$ cat src/rtl/fu_pkg.sv
// Shared opcode and state definitions for the multi-cycle function unit.
// Imported by the ALU, the top level and the bench.
package fu_pkg;

  localparam logic [3:0] FS_MOVA  = 4'h0;
  localparam logic [3:0] FS_INC   = 4'h1;
  localparam logic [3:0] FS_ADD   = 4'h2;
  localparam logic [3:0] FS_ADDC  = 4'h3;
  localparam logic [3:0] FS_ADDNB = 4'h4;
  localparam logic [3:0] FS_SUB   = 4'h5;
  localparam logic [3:0] FS_DEC   = 4'h6;
  localparam logic [3:0] FS_TSA   = 4'h7;
  localparam logic [3:0] FS_AND   = 4'h8;
  localparam logic [3:0] FS_OR    = 4'h9;
  localparam logic [3:0] FS_XOR   = 4'hA;
  localparam logic [3:0] FS_NOT   = 4'hB;
  localparam logic [3:0] FS_MOVB  = 4'hC;
  localparam logic [3:0] FS_SHR   = 4'hD;
  localparam logic [3:0] FS_SHL   = 4'hE;
  localparam logic [3:0] FS_MUL   = 4'hF;

  typedef enum logic [1:0] {
    IDLE = 2'd0,
    EXEC = 2'd1,
    MUL  = 2'd2
  } state_e;

endpackage

$ cat src/rtl/func_unit_mc_if.sv
// Request/result bundle between the register file and the function unit.
// master issues operations, slave (the unit) returns results and flags.
interface func_unit_mc_if #(
  parameter int DW = 8
);
  logic          start;
  logic [3:0]    FS;
  logic [DW-1:0] A;
  logic [DW-1:0] B;
  logic          busy;
  logic          done;
  logic [DW-1:0] F;
  logic          C;
  logic          V;
  logic          N;
  logic          Z;

  modport master (
    output start, FS, A, B,
    input  busy, done, F, C, V, N, Z
  );

  modport slave (
    input  start, FS, A, B,
    output busy, done, F, C, V, N, Z
  );
endinterface

$ cat src/rtl/fu_alu_comb.sv
// Combinational ALU/shifter for all single-cycle opcodes.
// Every arithmetic op shares one adder: x + y + cin.
module fu_alu_comb
  import fu_pkg::*;
#(
  parameter int DW = 8
) (
  input  logic [3:0]    fs_i,
  input  logic [DW-1:0] a_i,
  input  logic [DW-1:0] b_i,
  output logic [DW-1:0] r_o,
  output logic          c_o,
  output logic          v_o
);

  logic [DW-1:0] x;
  logic [DW-1:0] y;
  logic          cin;
  logic [DW:0]   sum;
  logic          ovf;

  always_comb begin
    x   = a_i;
    y   = '0;
    cin = 1'b0;
    unique case (fs_i)
      FS_INC:   cin = 1'b1;
      FS_ADD:   y = b_i;
      FS_ADDC: begin
        y   = b_i;
        cin = 1'b1;
      end
      FS_ADDNB: y = ~b_i;
      FS_SUB: begin
        y   = ~b_i;
        cin = 1'b1;
      end
      FS_DEC:   y = '1;
      default:  ;
    endcase
  end

  assign sum = {1'b0, x} + {1'b0, y}
             + {{DW{1'b0}}, cin};
  assign ovf = (x[DW-1] == y[DW-1])
            && (sum[DW-1] != x[DW-1]);

  always_comb begin
    r_o = '0;
    c_o = 1'b0;
    v_o = 1'b0;
    unique case (fs_i)
      FS_INC, FS_ADD, FS_ADDC,
      FS_ADDNB, FS_SUB, FS_DEC: begin
        r_o = sum[DW-1:0];
        c_o = sum[DW];
        v_o = ovf;
      end
      FS_MOVA, FS_TSA: r_o = a_i;
      FS_AND:  r_o = a_i & b_i;
      FS_OR:   r_o = a_i | b_i;
      FS_XOR:  r_o = a_i ^ b_i;
      FS_NOT:  r_o = ~a_i;
      FS_MOVB: r_o = b_i;
      FS_SHR: begin
        r_o = {1'b0, b_i[DW-1:1]};
        c_o = b_i[0];
      end
      FS_SHL: begin
        r_o = {b_i[DW-2:0], 1'b0};
        c_o = b_i[DW-1];
      end
      default: ;
    endcase
  end

endmodule

$ cat src/rtl/func_unit_mc.sv
// Multi-cycle function unit: one-cycle ALU ops, iterative shift-add MUL.
// Results and flags are registered and strobed by a one-cycle done pulse.
module func_unit_mc
  import fu_pkg::*;
#(
  parameter int DW      = 8,
  parameter int MUL_CYC = DW
) (
  input  logic           clk,
  input  logic           rst,
  func_unit_mc_if.slave  io
);

  localparam int CW = $clog2(MUL_CYC + 1);

  state_e          state_q;
  logic [3:0]      fs_q;
  logic [DW-1:0]   a_q;
  logic [DW-1:0]   b_q;
  logic [2*DW-1:0] p_q;
  logic [2*DW-1:0] p_d;
  logic [CW-1:0]   cnt_q;
  logic            busy_q;
  logic            done_q;
  logic [DW-1:0]   f_q;
  logic            c_q;
  logic            v_q;
  logic            n_q;
  logic            z_q;

  logic [DW-1:0]   alu_r;
  logic            alu_c;
  logic            alu_v;
  logic [DW:0]     acc;
  logic            hi_nz;

  fu_alu_comb #(.DW(DW)) u_alu (
    .fs_i (fs_q),
    .a_i  (a_q),
    .b_i  (b_q),
    .r_o  (alu_r),
    .c_o  (alu_c),
    .v_o  (alu_v)
  );

  // Low half of P holds the unconsumed multiplier bits.
  assign acc = {1'b0, p_q[2*DW-1:DW]}
             + (p_q[0] ? {1'b0, a_q} : '0);
  assign p_d   = {acc, p_q[DW-1:1]};
  assign hi_nz = |p_q[2*DW-1:DW];

  always_ff @(posedge clk) begin
    if (rst) begin
      state_q <= IDLE;
      fs_q    <= '0;
      a_q     <= '0;
      b_q     <= '0;
      p_q     <= '0;
      cnt_q   <= '0;
      busy_q  <= 1'b0;
      done_q  <= 1'b0;
      f_q     <= '0;
      c_q     <= 1'b0;
      v_q     <= 1'b0;
      n_q     <= 1'b0;
      z_q     <= 1'b0;
    end else begin
      done_q <= 1'b0;
      unique case (state_q)
        IDLE: begin
          if (io.start) begin
            fs_q    <= io.FS;
            a_q     <= io.A;
            b_q     <= io.B;
            p_q     <= {{DW{1'b0}}, io.B};
            cnt_q   <= '0;
            busy_q  <= 1'b1;
            state_q <= (io.FS == FS_MUL)
                     ? MUL : EXEC;
          end
        end
        EXEC: begin
          state_q <= IDLE;
          busy_q  <= 1'b0;
          done_q  <= 1'b1;
          f_q     <= alu_r;
          c_q     <= alu_c;
          v_q     <= alu_v;
          n_q     <= alu_r[DW-1];
          z_q     <= (alu_r == '0);
        end
        MUL: begin
          // Final MUL cycle writes back the finished product.
          if (cnt_q == CW'(MUL_CYC)) begin
            state_q <= IDLE;
            busy_q  <= 1'b0;
            done_q  <= 1'b1;
            f_q     <= p_q[DW-1:0];
            c_q     <= hi_nz;
            v_q     <= hi_nz;
            n_q     <= p_q[DW-1];
            z_q     <= (p_q[DW-1:0] == '0);
          end else begin
            p_q   <= p_d;
            cnt_q <= cnt_q + CW'(1);
          end
        end
        default: begin
          state_q <= IDLE;
          busy_q  <= 1'b0;
        end
      endcase
    end
  end

  assign io.busy = busy_q;
  assign io.done = done_q;
  assign io.F    = f_q;
  assign io.C    = c_q;
  assign io.V    = v_q;
  assign io.N    = n_q;
  assign io.Z    = z_q;

endmodule

$ cat src/flat_wrapper.sv
// flat-port wrapper written by rule: the top's interface ports become plain ports
module func_unit_mc_flat import fu_pkg::*;
#(
  parameter int DW      = 8,
  parameter int MUL_CYC = DW
)
  (clk, rst, io_start, io_FS, io_A, io_B, io_busy, io_done, io_F, io_C, io_V, io_N, io_Z);
  func_unit_mc_if #(.DW(DW)) io_i ();
  input  logic clk;
  input  logic rst;
  input wire logic [$bits(io_i.start)-1:0] io_start;
  input wire logic [$bits(io_i.FS)-1:0] io_FS;
  input wire logic [$bits(io_i.A)-1:0] io_A;
  input wire logic [$bits(io_i.B)-1:0] io_B;
  output wire logic [$bits(io_i.busy)-1:0] io_busy;
  output wire logic [$bits(io_i.done)-1:0] io_done;
  output wire logic [$bits(io_i.F)-1:0] io_F;
  output wire logic [$bits(io_i.C)-1:0] io_C;
  output wire logic [$bits(io_i.V)-1:0] io_V;
  output wire logic [$bits(io_i.N)-1:0] io_N;
  output wire logic [$bits(io_i.Z)-1:0] io_Z;
  assign io_i.start = io_start;
  assign io_i.FS = io_FS;
  assign io_i.A = io_A;
  assign io_i.B = io_B;
  assign io_busy = io_i.busy;
  assign io_done = io_i.done;
  assign io_F = io_i.F;
  assign io_C = io_i.C;
  assign io_V = io_i.V;
  assign io_N = io_i.N;
  assign io_Z = io_i.Z;
  func_unit_mc #(.DW(DW), .MUL_CYC(MUL_CYC)) u_core (.clk(clk), .rst(rst), .io(io_i));
endmodule
$ cat config.mk
export PLATFORM = sky130hd
export DESIGN_NAME = func_unit_mc_flat
export DESIGN_NICKNAME = d
export VERILOG_FILES = /design/src/rtl/fu_pkg.sv /design/src/rtl/func_unit_mc_if.sv /design/src/rtl/fu_alu_comb.sv /design/src/rtl/func_unit_mc.sv /design/src/flat_wrapper.sv
export SDC_FILE = /design/constraint.sdc
export NUM_CORES = 1
export LEC_CHECK = 0
export CORE_ASPECT_RATIO = 0.6
export CORE_MARGIN = 8
export CORE_UTILIZATION = 25
export DETAILED_ROUTE_END_ITERATION = 8
export SETUP_SLACK_MARGIN = 0.3
export SKIP_CTS_REPAIR_TIMING = 1
export SLEW_MARGIN = 20
export SYNTH_ARGS = -nofsm -noshare
export SYNTH_HDL_FRONTEND = slang
export SYNTH_SLANG_ARGS = --single-unit
$ cat constraint.sdc
create_clock -name clk -period 8.7 [get_ports clk]
set_input_delay 1.74 -clock clk [delete_from_list [all_inputs] [get_ports clk]]
set_output_delay 1.74 -clock clk [all_outputs]
set_load 0.01 [all_outputs]
# Yosys cells after proc, flatten, opt, wreduce, memory -nomap -nowiden
# Index checks and enable logic that the tools add are counted.
# classes
add_sub_neg	4
n_reduce_logical	17
n_mux	30
n_bitwise	5
n_eq_ne	23
# op_table
op	count
one-hot mux 8 bit (9 select lines)	1
== test 4 bit, second input constant	9
2-to-1 mux 16 bit	2
one-hot mux 16 bit (2 select lines)	1
one-hot mux 8 bit (3 select lines)	1
== test 4 x 3 -> 1 bit, second input constant	4
logical NOT 8 bit	2
2-to-1 mux 8 bit	2
NOT 8 bit	2
one-hot mux 8 bit (2 select lines)	1
one-hot mux 1 bit (2 select lines)	6
adder 8 x 8 -> 9 bit	1
adder 8 x 9 -> 9 bit	1
adder 9 x 1 -> 9 bit	1
bitwise AND 8 bit	1
== test 4 x 2 -> 1 bit, second input constant	2
2-to-1 mux 1 bit	8
2-to-1 mux 4 bit	2
OR 8 bit	1
one-hot mux 4 bit (2 select lines)	1
OR reduction 8 bit	1
XOR 8 bit	1
2-to-1 mux 2 bit	3
AND reduction 2 bit	3
18 further kinds	22
# word_totals
output_inout_bits	14
reg_bits	56

# Logic depth before layout (Yosys ltp)
# Gate-level depths: netlist of run 1.
# depth
ltp_word	9
ltp_mapped	14
mapped_depth_nobuf	10

# Hierarchy
# Synthesis of run 1 repeated with hierarchy kept, for this count alone.
# unflattened
hier_cells	539
hier_area_um2	4214.0
# modules_own_cells
mod	n_inst	area_each_um2	cells_each	seq_area_each_um2
func_unit_mc	1	2732.6	309	1101.1
fu_alu_comb	1	1481.4	230	0.0

# Worst setup path after synthesis of run 1
# OpenSTA, ideal clock, no wires.
# synth_path
path_kind	reg-to-reg
start	register u_core.fs_q[2]
end	register u_core.f_q[6], in the netlist u_core.io.F[6]
slack_ns	5.413
path_stages_with_launch	15
setup_time_ns	0.103
n_path_buf	4
arrival_time_ns	3.184
path_cell_list	dfxtp_1 buf_6 buf_6 buf_2 buf_1 a31oi_1 o211ai_1 fa_1 fa_1 nand2b_1 a211oi_1 nor3_1 nor3_2 a211oi_2 a2111oi_2
# synth_between
elab_chain_len	7
elab_cells_between_ends	26
cone_classes	2 x add/sub; 14 x eq/ne; 4 x mux; 6 x reduce/logical
# synth_lines
item	line	source
start: declaration	func_unit_mc.sv:17	logic [3:0] fs_q;
start signal: assignment	func_unit_mc.sv:72	fs_q <= io.FS;
== test 4 x 3 -> 1 bit / == test 4 x 2 -> 1 bit (equally long branches)	fu_alu_comb.sv:26, fu_alu_comb.sv:52	
OR reduction 2 bit (no source line)	n/a	
one-hot mux 8 bit (3 select lines)	fu_alu_comb.sv:26	unique case (fs_i)
adder 8 x 8 -> 9 bit	fu_alu_comb.sv:43	assign sum = {1'b0, x} + {1'b0, y}
adder 9 x 1 -> 9 bit	fu_alu_comb.sv:44	+ {{DW{1'b0}}, cin};
one-hot mux 8 bit (9 select lines) (*)	fu_alu_comb.sv:52	unique case (fs_i)
one-hot mux 8 bit (2 select lines) (*)	func_unit_mc.sv:69	unique case (state_q)
end signal: assignment	func_unit_mc.sv:86	f_q <= alu_r;
end signal: assignment	func_unit_mc.sv:98	f_q <= p_q[DW-1:0];
end: declaration	func_unit_mc.sv:25	logic [DW-1:0] f_q;
# Mark *: on every way between the ends. The rest lies on a longest branch, timed or not.
# A chain may end at the register's enable or synchronous reset.

# Worst setup path after layout of run 1
# layout_path
start	input io_start
end	register u_core.cnt_q[3]
# layout_between
elab_chain_len	2
# layout_lines
item	line	source
start: declaration	flat_wrapper.sv:11	input wire logic [$bits(io_i.start)-1:0] io_start;
!= test 2 bit (no source line)	n/a	
AND reduction 3 bit (no source line)	n/a	
end signal: assignment	func_unit_mc.sv:105	cnt_q <= cnt_q + CW'(1);
end: declaration	func_unit_mc.sv:22	logic [CW-1:0] cnt_q;
# No other way between the ends.

==> insert_results.sql, run 1 <==
INSERT INTO impl_metrics (metric_group, metric, value, unit) VALUES
('placed_design', 'gpl_wtd_cong', '0.897', ''),
('global_routing', 'maximum_number_of_pins_on_one_net_before_global_route_repair', '61', ''),
('routing', 'detail_route.drc_violations', '0', ''),
('critical_path', 'critical_path_peak_fanout', '22', ''),
('floorplan', 'floorplan.die_area', '0.0216', 'mm²'),
('sta', 'period_minus_slack', '3.50', 'ns'),
('synthesis', 'distinct_cells_synth', '77', ''),
('sta', 'finalWorstSetupSlack', '5.20', 'ns'),
('sta', 'hold-worst-slack', '0.453', 'ns'),
('clock_network', 'clk_path_buf_depth', '2', ''),
('power_and_ir_drop', 'cellLeakagePower', '1.83', 'nW'),
('synthesis', 'synth-simple-area-share', '23.6', '%'),
('power_and_ir_drop', 'p_per_area', '135', 'mW/mm²'),
('outcome', 'result_of_the_run', 'finished, final reports clean', ''),
('critical_path', 'worst_setup_path_start_kind', 'primary input', ''),
('synthesis', 'syn_nets', '597', ''),
('final_layout', 'fillCellCount', '1830', ''),
('clock_network', 'cts_root_buf', 'clkbuf_16', ''),
('sta', 'timing.setup.tns', '0', 'ns'),
('clock_network', 'clock_sinks', '55', ''),
('synthesis', 'yosys-mux-area-fraction', '5.98', '%'),
('placed_design', 'detailed_place_hpwl', '10.3', 'mm'),
('hold_path', 'hold_crit_path_type', 'reg2reg', ''),
('global_routing', 'grt_overflow_total', '0', ''),
('sta', 'final_min_period_over_clock_period', '40.3', '%'),
('placed_design', 'port-buffer-count', '36', ''),
('final_layout', 'area_delta_synth_final', '15.8', '%'),
('synthesis', 'yosys.area_share.adder', '12.0', '%'),
('critical_path', 'crit_path_end_kind', 'register', ''),
('synthesis', 'synth_top_area_share', '25.9', '%'),
('sta', 'drv_slew', '0', ''),
('placed_design', 'detailedPlace.worstSlack', '4.90', 'ns'),
('clock_network', 'cts-buffers-inserted', '5', ''),
('global_routing', 'grt_pass1_wl', '21.0', 'mm'),
('global_routing', 'initial_antenna_violation_count', '0', ''),
('routing', 'postRouteWirelength', '13.4', 'mm'),
('routing', 'drt_pass1_iterations', '5', ''),
('synthesis', 'cell_types_with_the_largest_area_share_after_synthesis', 'dfxtp_1, ha_1, nand2_1', ''),
('sta', 'timing_worst_slew_pin_value', '0.763', 'ns'),
('synthesis', 'seq_area_frac_synth', '25.9', '%'),
('sta', 'hold_viol', '0', ''),
('routing', 'route.antenna.remaining_nets', '0', ''),
('sta', 'achievable-frequency', '285', 'MHz'),
('flow_run', 'max_cap_viol_count', '0', ''),
('clock_network', 'clk_pin_slew', '0.08', 'ns'),
('critical_path', 'worstSetupPathType', 'in2reg', ''),
('floorplan', 'fp.dieH', '117', 'µm'),
('synthesis', 'post_synth_most_frequent_cells', 'nand2_1, dfxtp_1, a21oi_1, nor2_1, ha_1', ''),
('sta', 'fin_skew', '0.00910', 'ns'),
('sta', 'worst_slew_margin_rel', '49.0', '%'),
('synthesis', 'synth.largest_area_cell', 'dfxtp_1', ''),
('global_routing', 'gr_usage_total', '12.5', '%'),
('floorplan', 'rows', '37', ''),
('final_layout', 'layout_cell_share_with_drive_strength_beyond_1', '7.26', '%'),
('floorplan', 'core_area', '0.0169', 'mm²'),
('synthesis', 'synthesis.area_per_instance', '7.94', 'µm²'),
('routing', 'routed_via_density', '5.15', ''),
('final_layout', 'fin_area', '0.00492', 'mm²'),
('synthesis', 'synth.ff_latch_count', '55', ''),
('routing', 'drt_first_iter_violations', '539', ''),
('floorplan', 'die-width', '184', 'µm'),
('power_and_ir_drop', 'ir_worst_vdd', '0.0000736', 'V'),
('sta', 'setup_violations', '0', ''),
('synthesis', 'synth-edff-count', '0', ''),
('clock_network', 'worstSkewPairLatency', '0.31', 'ns'),
('synthesis', 'ys.flop_type', 'dfxtp_1', ''),
('final_layout', 'n_antenna_cell', '0', ''),
('synthesis', 'ys.warnings.count', '0', ''),
('routing', 'wire_per_inst', '17.1', 'µm'),
('critical_path', 'worst-endpoint-arrival', '3.73', 'ns'),
('synthesis', 'synth_top_family_by_area', 'simple AND/OR/NAND/NOR gates', '');
## per-stage QoR
step | power [mW] | util, %
2_1_floorplan | 0.393 | -
3_3_place_gp | 0.446 | 28.2
3_5_place_dp | 0.447 | 28.2
4_1_cts | 0.668 | 29.1
5_1_grt | 0.699 | 29.1
6_report | 0.666 | 29.1
## worst max-delay path, stage by stage
cell,delay (ns)
clkdlybuf4s50_1,0.56
and2_1,0.15
buf_4,0.24
o21a_1,0.57
nand4_1,0.18
xor2_1,0.17
nor3_1,0.11
## cells in the final DEF (no fill, tap or decap), types with 12 or more instances in the layout
master,instances
a21oi_1,45
clkdlybuf4s50_1,35
dfxtp_1,55
ha_1,36
inv_1,29
mux2i_1,22
nand2_1,77
nand3b_1,12
nor2_1,37
o21ai_0,13
## power breakdown
part	switching, mW	total (mW)	leakage [nW]	internal (mW)
sequential	0.0227	0.287	0.450	0.265
combinational	0.0901	0.158	1.30	0.0676
clock	0.110	0.221	0.0772	0.111
## cell type report
class | instances | area, µm² | share of cell area [%]
Sequential cell | 55 | 1100 | 22.4
Clock inverter | 3 | 33.8 | 0.686
Clock buffer | 5 | 125 | 2.54
Inverter | 29 | 109 | 2.21
Multi-Input combinational cell | 415 | 2850 | 57.8
Timing Repair Buffer | 44 | 415 | 8.44
Tap cell | 234 | 293 | 5.95
## cell families (layout without fill, tap and decap cells)
logic type,count (synthesis),in the layout
AO/OA/AOI/OAI,143,143
XOR/XNOR,10,10
adder cells (fa/ha/maj),39,39
buffers and inverters,65,81
flip-flops,55,55
multiplexers,25,25
AND/OR/NAND/NOR,198,198
## metal layers
metal / track usage, % / routed length (µm) / vias to the layer above
li1: - / - / 1949
met1: 21.2 / 7540 / 1917
met2: 15.4 / 4780 / 175
met3: 2.34 / 1070 / 4
met4: 0.963 / 38 / 0
met5: 0 / 0 / -
## state kept, by name, summed over array words and instances, names as in the netlist
| signal | flops |
|---|---|
| u_core.p_q | 16 |
| u_core.a_q | 8 |
| u_core.b_q | 8 |
| u_core.io.F | 8 |
| u_core.cnt_q | 4 |
| u_core.fs_q | 4 |
| u_core.state_q | 2 |
| u_core.io.C | 1 |
| u_core.io.V | 1 |
| u_core.io.Z | 1 |
| u_core.io.busy | 1 |
| u_core.io.done | 1 |
## path summary, 6_finish.rpt
path	startpoint	end	slack, ns	cells past startpoint
max reg2reg	u_core.fs_q[0]	u_core.io.Z	5.25	11
min reg2reg	u_core.io.F[1]	u_core.io.F[1]	0.45	2
max	io_start	u_core.cnt_q[3]	5.20	7
min	u_core.io.F[1]	u_core.io.F[1]	0.45	2
Power figures use the tool's default switching activity.
==> inputs of run 2 (changes only) <==
==> constraint.sdc (replaced) <==
create_clock -name clk -period 3 [get_ports clk]
set_input_delay 0.6 -clock clk [delete_from_list [all_inputs] [get_ports clk]]
set_output_delay 0.6 -clock clk [all_outputs]
set_load 0.01 [all_outputs]
==> insert_results.sql, run 2 (synthesis results as in run 1) <==
INSERT INTO impl_metrics (metric_group, metric, value, unit) VALUES
('outcome', 'result_of_the_run', 'finished, final reports clean', ''),
('routing', 'drt_pass1_iterations', '5', ''),
('placed_design', 'gpl_wtd_cong', '0.928', ''),
('sta', 'worst_slew_margin_rel', '59.0', '%'),
('sta', 'timing_worst_slew_pin_value', '0.600', 'ns'),
('critical_path', 'critical_path_peak_fanout', '4', ''),
('sta', 'rsz0062_at_grt', 'yes', ''),
('critical_path', 'worstReg2RegStart', 'u_core.fs_q[1]', ''),
('global_routing', 'first_global_vias', '3773', ''),
('sta', 'fin_skew', '0.00508', 'ns'),
('critical_path', 'regToRegEndpoint', 'u_core.io.F[6]', ''),
('clock_network', 'clock_sinks', '55', ''),
('final_layout', 'fin_util', '31.0', '%'),
('routing', 'drt_first_iter_violations', '503', ''),
('sta', 'final_min_period_over_clock_period', '88.8', '%'),
('clock_network', 'clock_tree.htree_level_count', '2', ''),
('power_and_ir_drop', 'p_per_area', '375', 'mW/mm²'),
('routing', 'num_vias', '4127', ''),
('floorplan', 'start_util', '25.1', '%'),
('critical_path', 'reg2reg_setup_slack', '0.33', 'ns'),
('floorplan', 'floorplan.die_area', '0.0216', 'mm²'),
('routing', 'postRouteWirelength', '13.6', 'mm'),
('global_routing', 'grt_overflow_total', '0', ''),
('final_layout', 'n_antenna_cell', '0', ''),
('sta', 'period_minus_slack', '2.67', 'ns'),
('critical_path', 'endpoint', 'u_core.io.F[6]', ''),
('flow_run', 'max_cap_viol_count', '0', ''),
('sta', 'timing.setup.tns', '0', 'ns'),
('floorplan', 'rows', '37', ''),
('routing', 'route.antenna.remaining_nets', '0', ''),
('placed_design', 'port-buffer-count', '36', ''),
('floorplan', 'fp.dieH', '117', 'µm'),
('sta', 'achievable-frequency', '375', 'MHz'),
('final_layout', 'finish.cell_count_without_fillers', '815', ''),
('final_layout', 'most-common-layout-cells', 'nand2_1, dfxtp_1, a21oi_1, nor2_1', ''),
('global_routing', 'grt_pass1_wl', '21.3', 'mm'),
('global_routing', 'initial_antenna_violation_count', '0', ''),
('power_and_ir_drop', 'cellLeakagePower', '2.00', 'nW'),
('placed_design', 'dpl.cell_count', '800', ''),
('clock_network', 'worstSkewPairLatency', '0.31', 'ns'),
('routing', 'wire_per_inst', '16.7', 'µm'),
('routing', 'routed_via_density', '5.06', ''),
('floorplan', 'core_area', '0.0169', 'mm²'),
('critical_path', 'worstSetupPathType', 'reg2reg', ''),
('sta', 'hold_viol', '0', ''),
('clock_network', 'cts-buffers-inserted', '5', ''),
('routing', 'detail_route.drc_violations', '0', ''),
('critical_path', 'ff2ff_path_depth', '11', ''),
('critical_path', 'worst_setup_path_start_kind', 'register', ''),
('global_routing', 'maximum_number_of_pins_on_one_net_before_global_route_repair', '32', ''),
('final_layout', 'fillCellCount', '1770', ''),
('critical_path', 'worst-endpoint-arrival', '2.87', 'ns'),
('clock_network', 'clk_pin_slew', '0.08', 'ns'),
('placed_design', 'detailed_place_hpwl', '10.8', 'mm'),
('critical_path', 'crit_path_start', 'u_core.fs_q[1]', ''),
('final_layout', 'largest-register', 'u_core.p_q', ''),
('clock_network', 'tritoncts_clock_tree', 'done', ''),
('critical_path', 'crit_required', '3.20', 'ns'),
('final_layout', 'layout_cell_share_with_drive_strength_beyond_1', '15.0', '%'),
('final_layout', 'largest_register_ffs', '16', ''),
('sta', 'drv_slew', '0', ''),
('hold_path', 'hold_crit_path_type', 'reg2reg', ''),
('final_layout', 'area_delta_synth_final', '23.4', '%'),
('floorplan', 'die-width', '184', 'µm'),
('critical_path', 'crit_path_end_kind', 'register', ''),
('final_layout', 'final_common_cell', 'nand2_1', ''),
('clock_network', 'clk_path_buf_depth', '2', ''),
('hold_path', 'worst_hold_startpoint', 'u_core.io.F[1]', ''),
('power_and_ir_drop', 'total_power_after_layout', '1.97', 'mW'),
('floorplan', 'top_level_ports', '37', ''),
('global_routing', 'gr_usage_total', '12.7', '%'),
('clock_network', 'cts_root_buf', 'clkbuf_16', ''),
('power_and_ir_drop', 'ir_worst_vdd', '0.000223', 'V'),
('sta', 'setup_violations', '0', ''),
('final_layout', 'fin_nets', '642', '');
-- run 2: changes by cell type in the layout (fill, tap and decap cells not counted), sizes merged --
| cell | previous run | this run |
|---|---|---|
| buf | 9 | 39 |
-- run 2: cell type report --
type	instances	area [µm²]	share of cell area, %
multi-input combinational	415	2930	56.0
sequential	55	1110	21.2
timing repair buffer	74	648	12.4
tap	234	293	5.58
clock buffer	5	125	2.39
inverter	29	109	2.08
clock inverter	3	22.5	0.430
-- run 2: routing by layer --
| layer | global-route usage (%) | vias up | share of wire, % |
|---|---|---|---|
| li1 | - | 2000 | - |
| met1 | 20.0 | 1962 | 52 |
| met2 | 16.4 | 159 | 37 |
| met3 | 3.51 | 6 | 11 |
| met4 | 1.87 | 0 | 0.40 |
| met5 | 0 | - | 0 |
-- run 2: report_power, final --
part           switching (mW)  internal [mW]  leakage [nW]  total (mW)
clock network           0.304          0.314        0.0742       0.618
logic                   0.293          0.235          1.48       0.528
registers              0.0535          0.768         0.452       0.821
-- run 2: how the worst min path moves through the flow --
stage,cells after the start,to
floorplan,2,u_core.p_q[8]
global placement,2,u_core.io.F[0]
detailed placement,2,u_core.io.F[0]
CTS,2,u_core.io.F[0]
global route,2,u_core.io.F[1]
finish,2,u_core.io.F[1]
-- run 2: worst max-delay path, cell delays in order (launching register included) --
cell and delay (ns):
dfxtp_4 0.38, buf_6 0.11, nand2b_1 0.09, o211ai_1 0.11, fa_2 0.41, fa_2 0.40, nand2b_4 0.17, a211oi_4 0.22
nor3_1 0.08, nor3_2 0.19, a211oi_2 0.07, a2111oi_2 0.33
-- run 2: stage by stage --
step / hold WS [ns] / instance area [µm²] / setup WS, ns
6_report: 0.458 / 5240 / 0.335
5_1_grt: 0.486 / 5240 / 0.246
4_1_cts: 0.465 / 5130 / 0.204
3_5_place_dp: 0.454 / 4990 / 0.218
3_3_place_gp: 0.453 / 4990 / 0.277
2_1_floorplan: 0.444 / 4340 / 0.121
==> inputs of run 3 (changes only) <==
--- a/config.mk
+++ b/config.mk
@@ -14,4 +14,5 @@
 export SLEW_MARGIN = 20
 export SYNTH_ARGS = -nofsm -noshare
 export SYNTH_HDL_FRONTEND = slang
+export SYNTH_HIERARCHICAL = 1
 export SYNTH_SLANG_ARGS = --single-unit
==> insert_results.sql, run 3 <==
INSERT INTO impl_metrics (metric_group, metric, value, unit) VALUES
('synthesis', 'syn_nets', '601', ''),
('placed_design', 'placed_cell_area', '0.00490', 'mm²'),
('final_layout', 'multiInputGateArea', '0.00295', 'mm²'),
('sta', 'hold_viol', '0', ''),
('critical_path', 'crit_required', '3.21', 'ns'),
('critical_path', 'regToRegEndpoint', 'u_core/io.Z', ''),
('sta', 'timing.setup.tns', '0', 'ns'),
('floorplan', 'start_util', '25.8', '%'),
('final_layout', 'fin_nets', '645', ''),
('synthesis', 'synthesis.area_per_instance', '7.82', 'µm²'),
('critical_path', 'reg2reg_setup_slack', '0.14', 'ns'),
('floorplan', 'floorplan.die_area', '0.0214', 'mm²'),
('synthesis', 'synth-edff-count', '0', ''),
('clock_network', 'cts-buffers-inserted', '5', ''),
('sta', 'worst_slew_margin_rel', '47.7', '%'),
('floorplan', 'core_area', '0.0164', 'mm²'),
('synthesis', 'synth.ff_latch_count', '55', ''),
('critical_path', 'worst_setup_path_start_kind', 'register', ''),
('final_layout', 'n_antenna_cell', '0', ''),
('floorplan', 'rows', '36', ''),
('power_and_ir_drop', 'ir_worst_vdd', '0.000218', 'V'),
('clock_network', 'clock_tree.htree_level_count', '2', ''),
('final_layout', 'regArea', '0.00111', 'mm²'),
('global_routing', 'maximum_number_of_pins_on_one_net_before_global_route_repair', '39', ''),
('critical_path', 'worstReg2RegStart', 'u_core/fs_q[2]', ''),
('synthesis', 'synth.largest_area_cell', 'dfxtp_1', ''),
('final_layout', 'finish.cell_count_without_fillers', '812', ''),
('global_routing', 'first_global_vias', '3610', ''),
('outcome', 'result_of_the_run', 'finished, final reports clean', ''),
('global_routing', 'initial_antenna_violation_count', '0', ''),
('synthesis', 'seq_area_frac_synth', '26.1', '%'),
('clock_network', 'tritoncts_clock_tree', 'done', ''),
('global_routing', 'gr_usage_total', '12.1', '%'),
('critical_path', 'cpPeakStageDelay', '0.36', 'ns'),
('clock_network', 'clk_pin_slew', '0.07', 'ns'),
('synthesis', 'distinct_cells_synth', '60', ''),
('critical_path', 'crit_path_start', 'u_core/fs_q[2]', ''),
('flow_run', 'max_cap_viol_count', '0', ''),
('sta', 'hold-worst-slack', '0.497', 'ns'),
('floorplan', 'fp.dieH', '117', 'µm'),
('final_layout', 'area_delta_synth_final', '24.2', '%'),
('routing', 'postRouteWirelength', '13.1', 'mm'),
('sta', 'rsz0062_at_grt', 'yes', ''),
('final_layout', 'most-common-layout-cells', 'nand2_1, dfxtp_1, nor2_1, a21oi_1, buf_4', ''),
('synthesis', 'cell_types_with_the_largest_area_share_after_synthesis', 'dfxtp_1, ha_1, nand2_1', ''),
('floorplan', 'top_level_ports', '37', ''),
('synthesis', 'ys.warnings.count', '6', ''),
('hold_path', 'worst_hold_startpoint', 'u_core/p_q[8]', ''),
('sta', 'period_minus_slack', '2.86', 'ns'),
('synthesis', 'syn_area', '0.00421', 'mm²'),
('power_and_ir_drop', 'total_power_after_layout', '2.05', 'mW'),
('critical_path', 'timing.critical_path.mode_cell', 'fa_2', ''),
('clock_network', 'clk_path_buf_depth', '2', ''),
('routing', 'drt_pass1_iterations', '5', ''),
('routing', 'wire_per_inst', '16.2', 'µm'),
('placed_design', 'port-buffer-count', '36', ''),
('global_routing', 'grt_overflow_total', '0', ''),
('routing', 'routed_via_density', '5.01', ''),
('critical_path', 'crit_path_end_kind', 'register', ''),
('critical_path', 'endpoint', 'u_core/io.Z', ''),
('synthesis', 'synth_most_common_cell', 'nand2_1', ''),
('critical_path', 'worstSetupPathType', 'reg2reg', ''),
('synthesis', 'synth_top_area_share', '26.1', '%'),
('sta', 'drv_slew', '0', ''),
('final_layout', 'fillCellCount', '1726', ''),
('clock_network', 'worstSkewPairLatency', '0.30', 'ns'),
('power_and_ir_drop', 'p_per_area', '392', 'mW/mm²'),
('final_layout', 'fin_area', '0.00523', 'mm²'),
('sta', 'fin_skew', '0.00580', 'ns'),
('routing', 'route.antenna.remaining_nets', '0', ''),
('critical_path', 'path_cells', 'buf_4 > a211oi_4 > fa_2 > inv_2 > fa_2 > nor2b_4 > o31ai_4 > a21o_1 > a32oi_1 > nand3b_1 > nor3_1 > nand3_1 > a311oi_2', ''),
('synthesis', 'post_synth_most_frequent_cells', 'nand2_1, dfxtp_1, nor2_1, a21oi_1, ha_1', ''),
('routing', 'drt_first_iter_violations', '497', ''),
('global_routing', 'grt_pass1_wl', '20.7', 'mm'),
('routing', 'detail_route.drc_violations', '0', ''),
('synthesis', 'netlist_instances', '539', ''),
('critical_path', 'worst-endpoint-arrival', '3.07', 'ns'),
('synthesis', 'synth_async_sr_flop_share', '0', '%'),
('final_layout', 'fin_util', '32.0', '%'),
('clock_network', 'cts_root_buf', 'clkbuf_16', ''),
('final_layout', 'layout_cell_share_with_drive_strength_beyond_1', '17.8', '%'),
('synthesis', 'ys.flop_type', 'dfxtp_1', ''),
('final_layout', 'largest-register', 'u_core/p_q', ''),
('final_layout', 'final_common_cell', 'nand2_1', ''),
('sta', 'achievable-frequency', '349', 'MHz'),
('hold_path', 'hold_crit_path_type', 'reg2reg', ''),
('placed_design', 'detailed_place_hpwl', '9.82', 'mm'),
('floorplan', 'die-width', '184', 'µm'),
('critical_path', 'timing.critical_path.slowest_stage_cell', 'dfxtp_4', ''),
('power_and_ir_drop', 'cellLeakagePower', '1.94', 'nW'),
('placed_design', 'dpl.cell_count', '799', ''),
('sta', 'final_min_period_over_clock_period', '95.4', '%'),
('routing', 'num_vias', '4069', ''),
('critical_path', 'critical_path_peak_fanout', '22', ''),
('sta', 'finalWorstSetupSlack', '0.138', 'ns'),
('clock_network', 'clock_sinks', '55', ''),
('placed_design', 'gpl_wtd_cong', '0.951', ''),
('sta', 'timing_worst_slew_pin_value', '0.785', 'ns'),
('critical_path', 'ff2ff_path_depth', '13', ''),
('sta', 'setup_violations', '0', ''),
('placed_design', 'detailedPlace.worstSlack', '0.00711', 'ns'),
('final_layout', 'largest_register_ffs', '16', '');
-- run 3: cell types whose count changed in the layout (fill, tap and decap cells not counted), sizes merged, moves of 6 or more --
cell and change:
a22oi -6, nor3 -6, nor2 +19, a211oi +17
nand3b -11, o21ai +14
-- run 3: how the worst min path moves through the flow --
stage               cells past startpoint              to
global placement                        2  u_core/p_q[13]
floorplan                               2  u_core/fs_q[3]
CTS                                     2  u_core/p_q[12]
detailed placement                      2  u_core/p_q[12]
finish                                  2   u_core/p_q[8]
global route                            2   u_core/p_q[8]
-- run 3: kinds of logic (layout without fill, tap and decap cells) --
group           count (synthesis)  after routing  share of synthesized area, %
compound gates                160            160                          25.9
fa+ha+maj                      39             39                          12.1
flops                          55             55                          26.1
mux                            23             23                          5.55
buf+inv                        63            108                          7.48
xor+xnor                       12             12                          2.49
simple gates                  187            187                          20.3
-- run 3: cell type report --
| type | count | area share [%] |
|---|---|---|
| timing repair buffer | 73 | 12.1 |
| clock buffer | 8 | 2.99 |
| tap | 228 | 5.45 |
| sequential | 55 | 21.2 |
| multi-input combinational | 421 | 56.3 |
| inverter | 27 | 1.94 |
-- run 3: layer usage --
metal | vias to the layer above | track usage [%] | wire length (µm)
li1 | 1989 | - | -
met1 | 1863 | 19.5 | 7140
met2 | 195 | 15.1 | 4600
met3 | 22 | 3.51 | 1280
met4 | 0 | 1.24 | 104
met5 | - | 0 | 0
-- run 3: critical path, delay by kind of cell, from the launching register on --
| family | cells | cell delay (ns) |
|---|---|---|
| compound gates | 5 | 0.97 |
| fa+ha+maj | 2 | 0.64 |
| buf+inv | 2 | 0.27 |
| flops | 1 | 0.36 |
| simple gates | 4 | 0.56 |
-- run 3: power breakdown --
| group | switching [mW] | internal [mW] |
|---|---|---|
| logic | 0.340 | 0.249 |
| registers | 0.0547 | 0.776 |
| clock network | 0.275 | 0.357 |
